**src/rtl/tug_match_ctrl.sv**
```systemverilog
// tug_match_ctrl: match sequencer for the tug-of-war game.
// The sequencer gates play, clears the field between rounds, and keeps a round score per player.
// Each score drives an active-low 7-seg digit.
// It declares the match champion once a player reaches WIN_SCORE.
// All outputs decode registered state only (Moore).
`timescale 1ns/1ps
module tug_match_ctrl #(
  parameter int WIN_SCORE   = 3,
  parameter int ARM_CYCLES  = 4,
  parameter int HOLD_CYCLES = 8
) (
  input  logic       clk,
  input  logic       reset,
  input  logic       start,
  input  logic       p1_win,
  input  logic       p2_win,
  output logic       field_reset,
  output logic       play_en,
  output logic [6:0] score1_hex,
  output logic [6:0] score2_hex,
  output logic       match_over,
  output logic [1:0] champ
);

  // The shared cycle counter must hold the larger of the two load values.
  localparam int CNT_MAX = (ARM_CYCLES > HOLD_CYCLES) ? ARM_CYCLES : HOLD_CYCLES;
  localparam int CNT_W   = (CNT_MAX > 1) ? $clog2(CNT_MAX) : 1;

  localparam logic [CNT_W-1:0] ARM_LOAD  = CNT_W'(ARM_CYCLES - 1);
  localparam logic [CNT_W-1:0] HOLD_LOAD = CNT_W'(HOLD_CYCLES - 1);
  localparam logic [2:0]       WIN       = 3'(WIN_SCORE);

  typedef enum logic [2:0] {
    S_IDLE,
    S_ARM,
    S_PLAY,
    S_HOLD,
    S_DONE
  } state_t;

  state_t           state_reg, state_next;
  logic [CNT_W-1:0] cnt_reg, cnt_next;
  logic [2:0]       score1_reg, score1_next;
  logic [2:0]       score2_reg, score2_next;
  logic [2:0]       score1_inc, score2_inc;

  // Active-low 7-seg glyphs for digits 0..7 (segment g is the MSB).
  function automatic logic [6:0] seg7(input logic [2:0] digit);
    logic [6:0] seg;
    case (digit)
      3'd0:    seg = 7'b1000000;
      3'd1:    seg = 7'b1111001;
      3'd2:    seg = 7'b0100100;
      3'd3:    seg = 7'b0110000;
      3'd4:    seg = 7'b0011001;
      3'd5:    seg = 7'b0010010;
      3'd6:    seg = 7'b0000010;
      default: seg = 7'b1111000;
    endcase
    return seg;
  endfunction

  // State, counter and score registers; reset aborts everything.
  always_ff @(posedge clk) begin
    if (reset) begin
      state_reg  <= S_IDLE;
      cnt_reg    <= '0;
      score1_reg <= 3'd0;
      score2_reg <= 3'd0;
    end else begin
      state_reg  <= state_next;
      cnt_reg    <= cnt_next;
      score1_reg <= score1_next;
      score2_reg <= score2_next;
    end
  end

  assign score1_inc = score1_reg + 3'd1;
  assign score2_inc = score2_reg + 3'd1;

  // Next-state logic: round sequencing, scoring and match restart.
  always_comb begin
    state_next  = state_reg;
    cnt_next    = cnt_reg;
    score1_next = score1_reg;
    score2_next = score2_reg;
    case (state_reg)
      S_IDLE: begin
        if (start) begin
          state_next = S_ARM;
          cnt_next   = ARM_LOAD;
        end
      end
      S_ARM: begin
        if (cnt_reg == '0) begin
          state_next = S_PLAY;
        end else begin
          cnt_next = cnt_reg - 1'b1;
        end
      end
      S_PLAY: begin
        if (p1_win && !p2_win) begin
          score1_next = score1_inc;
          if (score1_inc == WIN) begin
            state_next = S_DONE;
          end else begin
            state_next = S_HOLD;
            cnt_next   = HOLD_LOAD;
          end
        end else if (p2_win && !p1_win) begin
          score2_next = score2_inc;
          if (score2_inc == WIN) begin
            state_next = S_DONE;
          end else begin
            state_next = S_HOLD;
            cnt_next   = HOLD_LOAD;
          end
        end else if (p1_win && p2_win) begin
          // Drawn round: no score, but the round still ends.
          state_next = S_HOLD;
          cnt_next   = HOLD_LOAD;
        end
      end
      S_HOLD: begin
        if (cnt_reg == '0) begin
          state_next = S_ARM;
          cnt_next   = ARM_LOAD;
        end else begin
          cnt_next = cnt_reg - 1'b1;
        end
      end
      S_DONE: begin
        if (start) begin
          score1_next = 3'd0;
          score2_next = 3'd0;
          state_next  = S_ARM;
          cnt_next    = ARM_LOAD;
        end
      end
      default: begin
        state_next = S_IDLE;
      end
    endcase
  end

  // Control outputs decoded from the current state and scores.
  always_comb begin
    field_reset = 1'b0;
    play_en     = 1'b0;
    match_over  = 1'b0;
    champ       = 2'b00;
    case (state_reg)
      S_IDLE, S_ARM: field_reset = 1'b1;
      S_PLAY:        play_en     = 1'b1;
      S_DONE: begin
        match_over = 1'b1;
        champ      = (score1_reg == WIN) ? 2'b01 : 2'b10;
      end
      default: ;
    endcase
  end

  // One identical digit decoder per player.
  logic [2:0] score_arr [2];
  logic [6:0] hex_arr   [2];

  assign score_arr[0] = score1_reg;
  assign score_arr[1] = score2_reg;

  generate
    for (genvar gi = 0; gi < 2; gi++) begin : g_hex
      assign hex_arr[gi] = seg7(score_arr[gi]);
    end
  endgenerate

  assign score1_hex = hex_arr[0];
  assign score2_hex = hex_arr[1];

endmodule
```
**config.mk**
```make
export PLATFORM = sky130hd
export DESIGN_NAME = tug_match_ctrl
export DESIGN_NICKNAME = d
export VERILOG_FILES = /design/src/rtl/tug_match_ctrl.sv
export SDC_FILE = /design/constraint.sdc
export NUM_CORES = 1
export LEC_CHECK = 0
export BUFFER_PORTS_ARGS = -buffer_cell sky130_fd_sc_hd__buf_2
export CAP_MARGIN = 20
export CELL_PAD_IN_SITES_DETAIL_PLACEMENT = 0
export CELL_PAD_IN_SITES_GLOBAL_PLACEMENT = 2
export CORE_MARGIN = 2
export CORE_UTILIZATION = 33
export DETAILED_ROUTE_END_ITERATION = 10
export PLACE_DENSITY_LB_ADDON = 0.1
export SYNTH_ARGS = -nofsm -noshare
export SYNTH_HDL_FRONTEND = slang
export SYNTH_SLANG_ARGS = --single-unit
export TNS_END_PERCENT = 20
```
**constraint.sdc**
```tcl
create_clock -name clk -period 2.7 [get_ports clk]
set_clock_uncertainty 0.1 [all_clocks]
set_input_delay 0.135 -clock clk [delete_from_list [all_inputs] [get_ports clk]]
set_output_delay 0.135 -clock clk [all_outputs]
set_load 0.02 [all_outputs]
```
### Word level (Yosys, flattened, before mapping)

Index checks and enable logic that the tools add are counted.
Widths: inputs -> output; s select.

* bits in read-only memories: 0
* logic and storage cells: 84
* register bits: 12
* input port bits: 5
* output and inout bits: 19
* bits in writable memories: 0
* memories kept: 0
* latch bits: 0

* reduce and logical (&&, ||, !) cells: 17
* multiply operators: 0
* shifts and indexed selects: 0
* muxes and demuxes: 31
* bitwise operators: 0
* div/mod/pow operators: 0
* eq/ne operators: 29
* order comparisons: 0
* add/subtract/negate cells: 3

Operators by type and width (count)
* $pmux 7 s7: 2
* $mux 3: 20
* $eq 3x2->1 const B: 8
* $pmux 3 s4: 2
* $eq 3x3->1 const B: 7
* $ne 2x2->1 const B: 7
* $logic_not 3->1: 4
* $pmux 3 s2: 2
* $eq 3x1->1 const B: 3
* $ne 4x4->1 const B: 2
* $reduce_and 4->1: 2
* $add 3x1->3 const B: 2
* $reduce_and 6->1: 1
* $mux 2: 2
* $reduce_bool 4->1: 1
* $reduce_or 2->1: 2
* $logic_and 1x1->1: 3
* $mux 1: 3
* $ne 3x3->1 const B: 1
* $reduce_and 3->1: 1
* $sub 3x1->3 const B: 1
* $logic_not 1->1: 2
* $ne 2x1->1 const B: 1
* $reduce_bool 2->1: 1

### Logic depth before layout (Yosys ltp)

* depth after elaboration: 6
* depth in mapped cells: 6
* gate-level depth less buffers: 6

### Least setup slack after synthesis

OpenSTA, ideal clock, no wires.

* path type: register -> register
* start point: register score1_reg[0]
* end point: register cnt_reg[2]
* cell stages (with the launch flop): 7
* slack: 0.930 ns
* data arrival time: 1.554 ns
* required time: 2.484 ns
* period minus slack after synthesis: 1.770 ns
* cell sequence: dfxtp_1 > ha_1 > ha_1 > and3_1 > o21bai_1 > a221o_1 > o211a_1

* cells in the longest elaborated chain, start to end: 4

RTL lines
* start, declared: RTL line 43 `logic [2:0] score1_reg, score1_next;`
* start signal, assigned: RTL line 73 `score1_reg <= score1_next;`
* $add 3x1->3: RTL line 78 `assign score1_inc = score1_reg + 3'd1;`
* $eq 3x2->1: RTL line 104 `if (score1_inc == WIN) begin`
* $ne 3x3->1 (no source line)
* $reduce_and 6->1 (no source line)
* end signal, assigned: RTL line 72 `cnt_reg <= cnt_next;`
* end, declared: RTL line 42 `logic [CNT_W-1:0] cnt_reg, cnt_next;`

Every way passes these cells.
A chain may end at the register's enable or synchronous reset.

### Worst setup path in the final report

* start point: register score2_reg[0]
* end point: output score2_hex[5]

* cells in the longest elaborated chain, start to end: 2

RTL lines
* start, declared: RTL line 44 `logic [2:0] score2_reg, score2_next;`
* start signal, assigned: RTL line 74 `score2_reg <= score2_next;`
* $eq 3x3->1, or another cell as far along: RTL line 50 `case (digit)`
* $pmux 7 s7 (*): RTL line 50
* end, declared: RTL line 20 `output logic [6:0] score2_hex,`

Mark *: on every way between the ends. The rest lies on a longest branch, timed or not.

==> reports/metrics.csv <==
stage,metric,value,unit
global_routing,antenna_found_initial,0,
clock_tree,cts_root_buf,clkbuf_4,
routing,vias_per_cell,5.16,
timing,drv_slew,0,
setup_path,critPathMaxFanout,6,
timing,min_period,2.00,ns
place,io_buffers,23,
floorplan,fp.coreArea,0.00334,mm^2
clock_tree,cts_buffers,3,
routing,drt-initial-drc-count,37,
timing,max-slew-margin-rel,71.4,%
timing,worst_pin_slew,0.429,ns
floorplan,ioPinCount,24,
global_routing,grt_pass1_vias,981,
yosys,synth_nets,169,
place,post-place-ws,0.756,ns
place,place_hpwl,2060,um
final_layout,n_antenna_cell,0,
global_routing,globalRoute.totalOverflow,0,
power,peakVddDrop,0.324,mV
final_layout,area_delta_synth_final,16.9,%
routing,drc,0,
final_layout,layout_common_cells,"23 x buf_2, 18 x nor2_1, 18 x ha_1",
clock_tree,cts.sinks,12,
timing,finalHoldViolCount,0,
setup_path,critPathLaunchType,register,
timing,fmax,500,MHz
routing,routed_wl,2700,um
yosys,synth_seq_cells,12,
setup_path,slowest_delay,0.42,ns
setup_path,crit_family,flip-flops,
clock_tree,ctsResizeCount,0,
setup_path,crit_required,2.47,ns
setup_path,worst_path_max_delay_cell,dfxtp_1,
routing,antenna_left,0,
floorplan,die_h,62.9,um
run,cap_violations,0,
floorplan,fp.dieW,62.9,um
global_routing,grt_pass1_wl,4540,um
setup_path,cp.arrival,1.76,ns
clock_tree,post_cts_buffers,0,
clock_tree,path_clk_slew,0.08,ns
timing,setup_slack,0.700,ns
floorplan,die_area,0.00396,mm^2
global_routing,grtUsageTotal,14.0,%
power,p_per_area,642,mW/mm^2
setup_path,path_buf_inv,2,
routing,vias,1119,
global_routing,grt_max_degree,15,
routing,post_drt_wl_per_cell,12.4,um
yosys,ys_seq_area_share,21.0,%
setup_path,cp-end-kind,primary output,
routing,drtPass1Iterations,4,
final_layout,instances_no_fill,217,
setup_path,crit_type,reg -> out,
clock_tree,htree_levels,1,
yosys,synthCells,146,
power,p_leak,0.653,nW
worst_hold_path,hold_start,reset,
final_layout,nets,195,
timing,fin_tns_setup,0,ns
yosys,synthArstFlopShare,0,%
setup_path,r2r-end,cnt_reg[2]$_SDFFE_PP0P_,
worst_hold_path,min_to,score1_reg[2]$_SDFFE_PP0P_,
clock_tree,hold_buffers,0,
setup_path,reg2reg_depth,6,
yosys,synth-edff-count,0,
timing,setup_viol,0,
setup_path,ff2ff_setup_slack,0.74,ns
final_layout,postLayoutCoreUtil,40.2,%
yosys,synth_cell_types,38,
clock_tree,cts_tree,done,
worst_hold_path,min_delay_path_depth,2,
timing,fin_crit_sh,74.1,%
final_layout,final_common_cell,buf_2,
place,numPlacedInstances,213,
clock_tree,clock_latency,0.29,ns
clock_tree,clock_path_buffers,2,
yosys,ys_warn_count,0,
status,outcome,"finished, final reports clean",
power,p_total,0.000860,W
yosys,yosys_most_used_dff,dfxtp_1,
yosys,syn_area,0.00115,mm^2
floorplan,start_util,34.3,%
worst_hold_path,hold_class,in -> reg,
floorplan,fp-row-count,21,
timing,rsz0062_at_grt,no,
place,gp_congestion,0.717,
yosys,synth.avg_cell_area,7.85,um^2
setup_path,timing.rr.start,score1_reg[2]$_SDFFE_PP0P_,
setup_path,crit_chain,"inv_1, ha_1, nor2_1, o21ai_0, a21o_1, buf_2",
final_layout,drive_gt1_share,18.1,%
worst reg2reg max path, delay by kind of cell (launching register included):
family / cells / cell delay [ns]
AO/OA/AOI/OAI: 3 / 0.67
adder cells (fa/ha/maj): 1 / 0.31
buffers and inverters: 1 / 0.14
flip-flops: 1 / 0.47
AND/OR/NAND/NOR: 1 / 0.18
cell usage after synthesis (all sizes together), types with 2 or more instances:
master | number | area [um^2]
o21a | 5 | 37.5
ha | 18 | 225
a21boi | 2 | 18.8
nor2 | 18 | 67.6
dfxtp | 12 | 240
buf | 2 | 18.8
a21oi | 10 | 50.1
a211oi | 4 | 30.0
a31oi | 2 | 12.5
nand2 | 4 | 15.0
mux2 | 2 | 22.5
nor3 | 9 | 45.0
o21ai | 8 | 40.0
a21o | 3 | 22.5
nand3b | 2 | 15.0
and3 | 3 | 18.8
nor2b | 8 | 50.1
o21bai | 2 | 15.0
inv | 16 | 60.1
metrics by stage:
| step | cell area, um^2 | hold slack (ns) |
|---|---|---|
| final | 1340 | 0.0949 |
| after global routing | 1340 | 0.129 |
| after CTS | 1340 | 0.0857 |
| after detailed placement | 1300 | 0.355 |
| after global placement | 1300 | 0.349 |
| after floorplan | 1150 | 0.153 |
report_power, final:
group | leakage, nW | total [W] | internal [W] | switching [W]
clock network | 0.0210 | 0.000154 | 0.0000822 | 0.0000714
registers | 0.0980 | 0.000284 | 0.000217 | 0.0000671
logic | 0.534 | 0.000422 | 0.000187 | 0.000236
worst max path at each step:
| stage | endpoint | cells after the start | startpoint | slack [ns] |
|---|---|---|---|---|
| global placement | cnt_reg[2]$_SDFFE_PP0P_ | 6 | score2_reg[0]$_SDFFE_PP0P_ | 0.77 |
| detailed placement | cnt_reg[2]$_SDFFE_PP0P_ | 6 | score2_reg[0]$_SDFFE_PP0P_ | 0.76 |
| floorplan | cnt_reg[2]$_SDFFE_PP0P_ | 6 | score1_reg[0]$_SDFFE_PP0P_ | 0.93 |
| global route | score2_hex[5] | 6 | score2_reg[0]$_SDFFE_PP0P_ | 0.57 |
| CTS | score2_hex[5] | 6 | score2_reg[0]$_SDFFE_PP0P_ | 0.68 |
| finish | score2_hex[5] | 6 | score2_reg[0]$_SDFFE_PP0P_ | 0.70 |
routing by layer:
| layer | vias to the layer above | track usage [%] | wire length, um |
|---|---|---|---|
| met5 | - | 0 | 0 |
| met4 | 0 | 5.00 | 39 |
| met3 | 5 | 1.98 | 75 |
| met2 | 19 | 24.2 | 1290 |
| met1 | 526 | 17.7 | 1290 |
| li1 | 569 | - | - |
area by class of cell:
class                   count  area (um^2)
multi-input cells         115          823
flip-flops and latches     12          240
inverters                  16         60.1
clock buffers               4         36.3
well taps                  46         57.6
fillers                   385         2000
repair buffers             24          123
logic make-up after synthesis:
logic type               Yosys count  synth area share [%]
flip-flops                        12                  21.0
AND/OR/NAND/NOR                   51                  24.6
AO/OA/AOI/OAI                     44                  25.7
buffers and inverters             19                  7.21
multiplexers                       2                  1.96
adder cells (fa/ha/maj)           18                  19.7
Power figures use the tool's default switching activity.
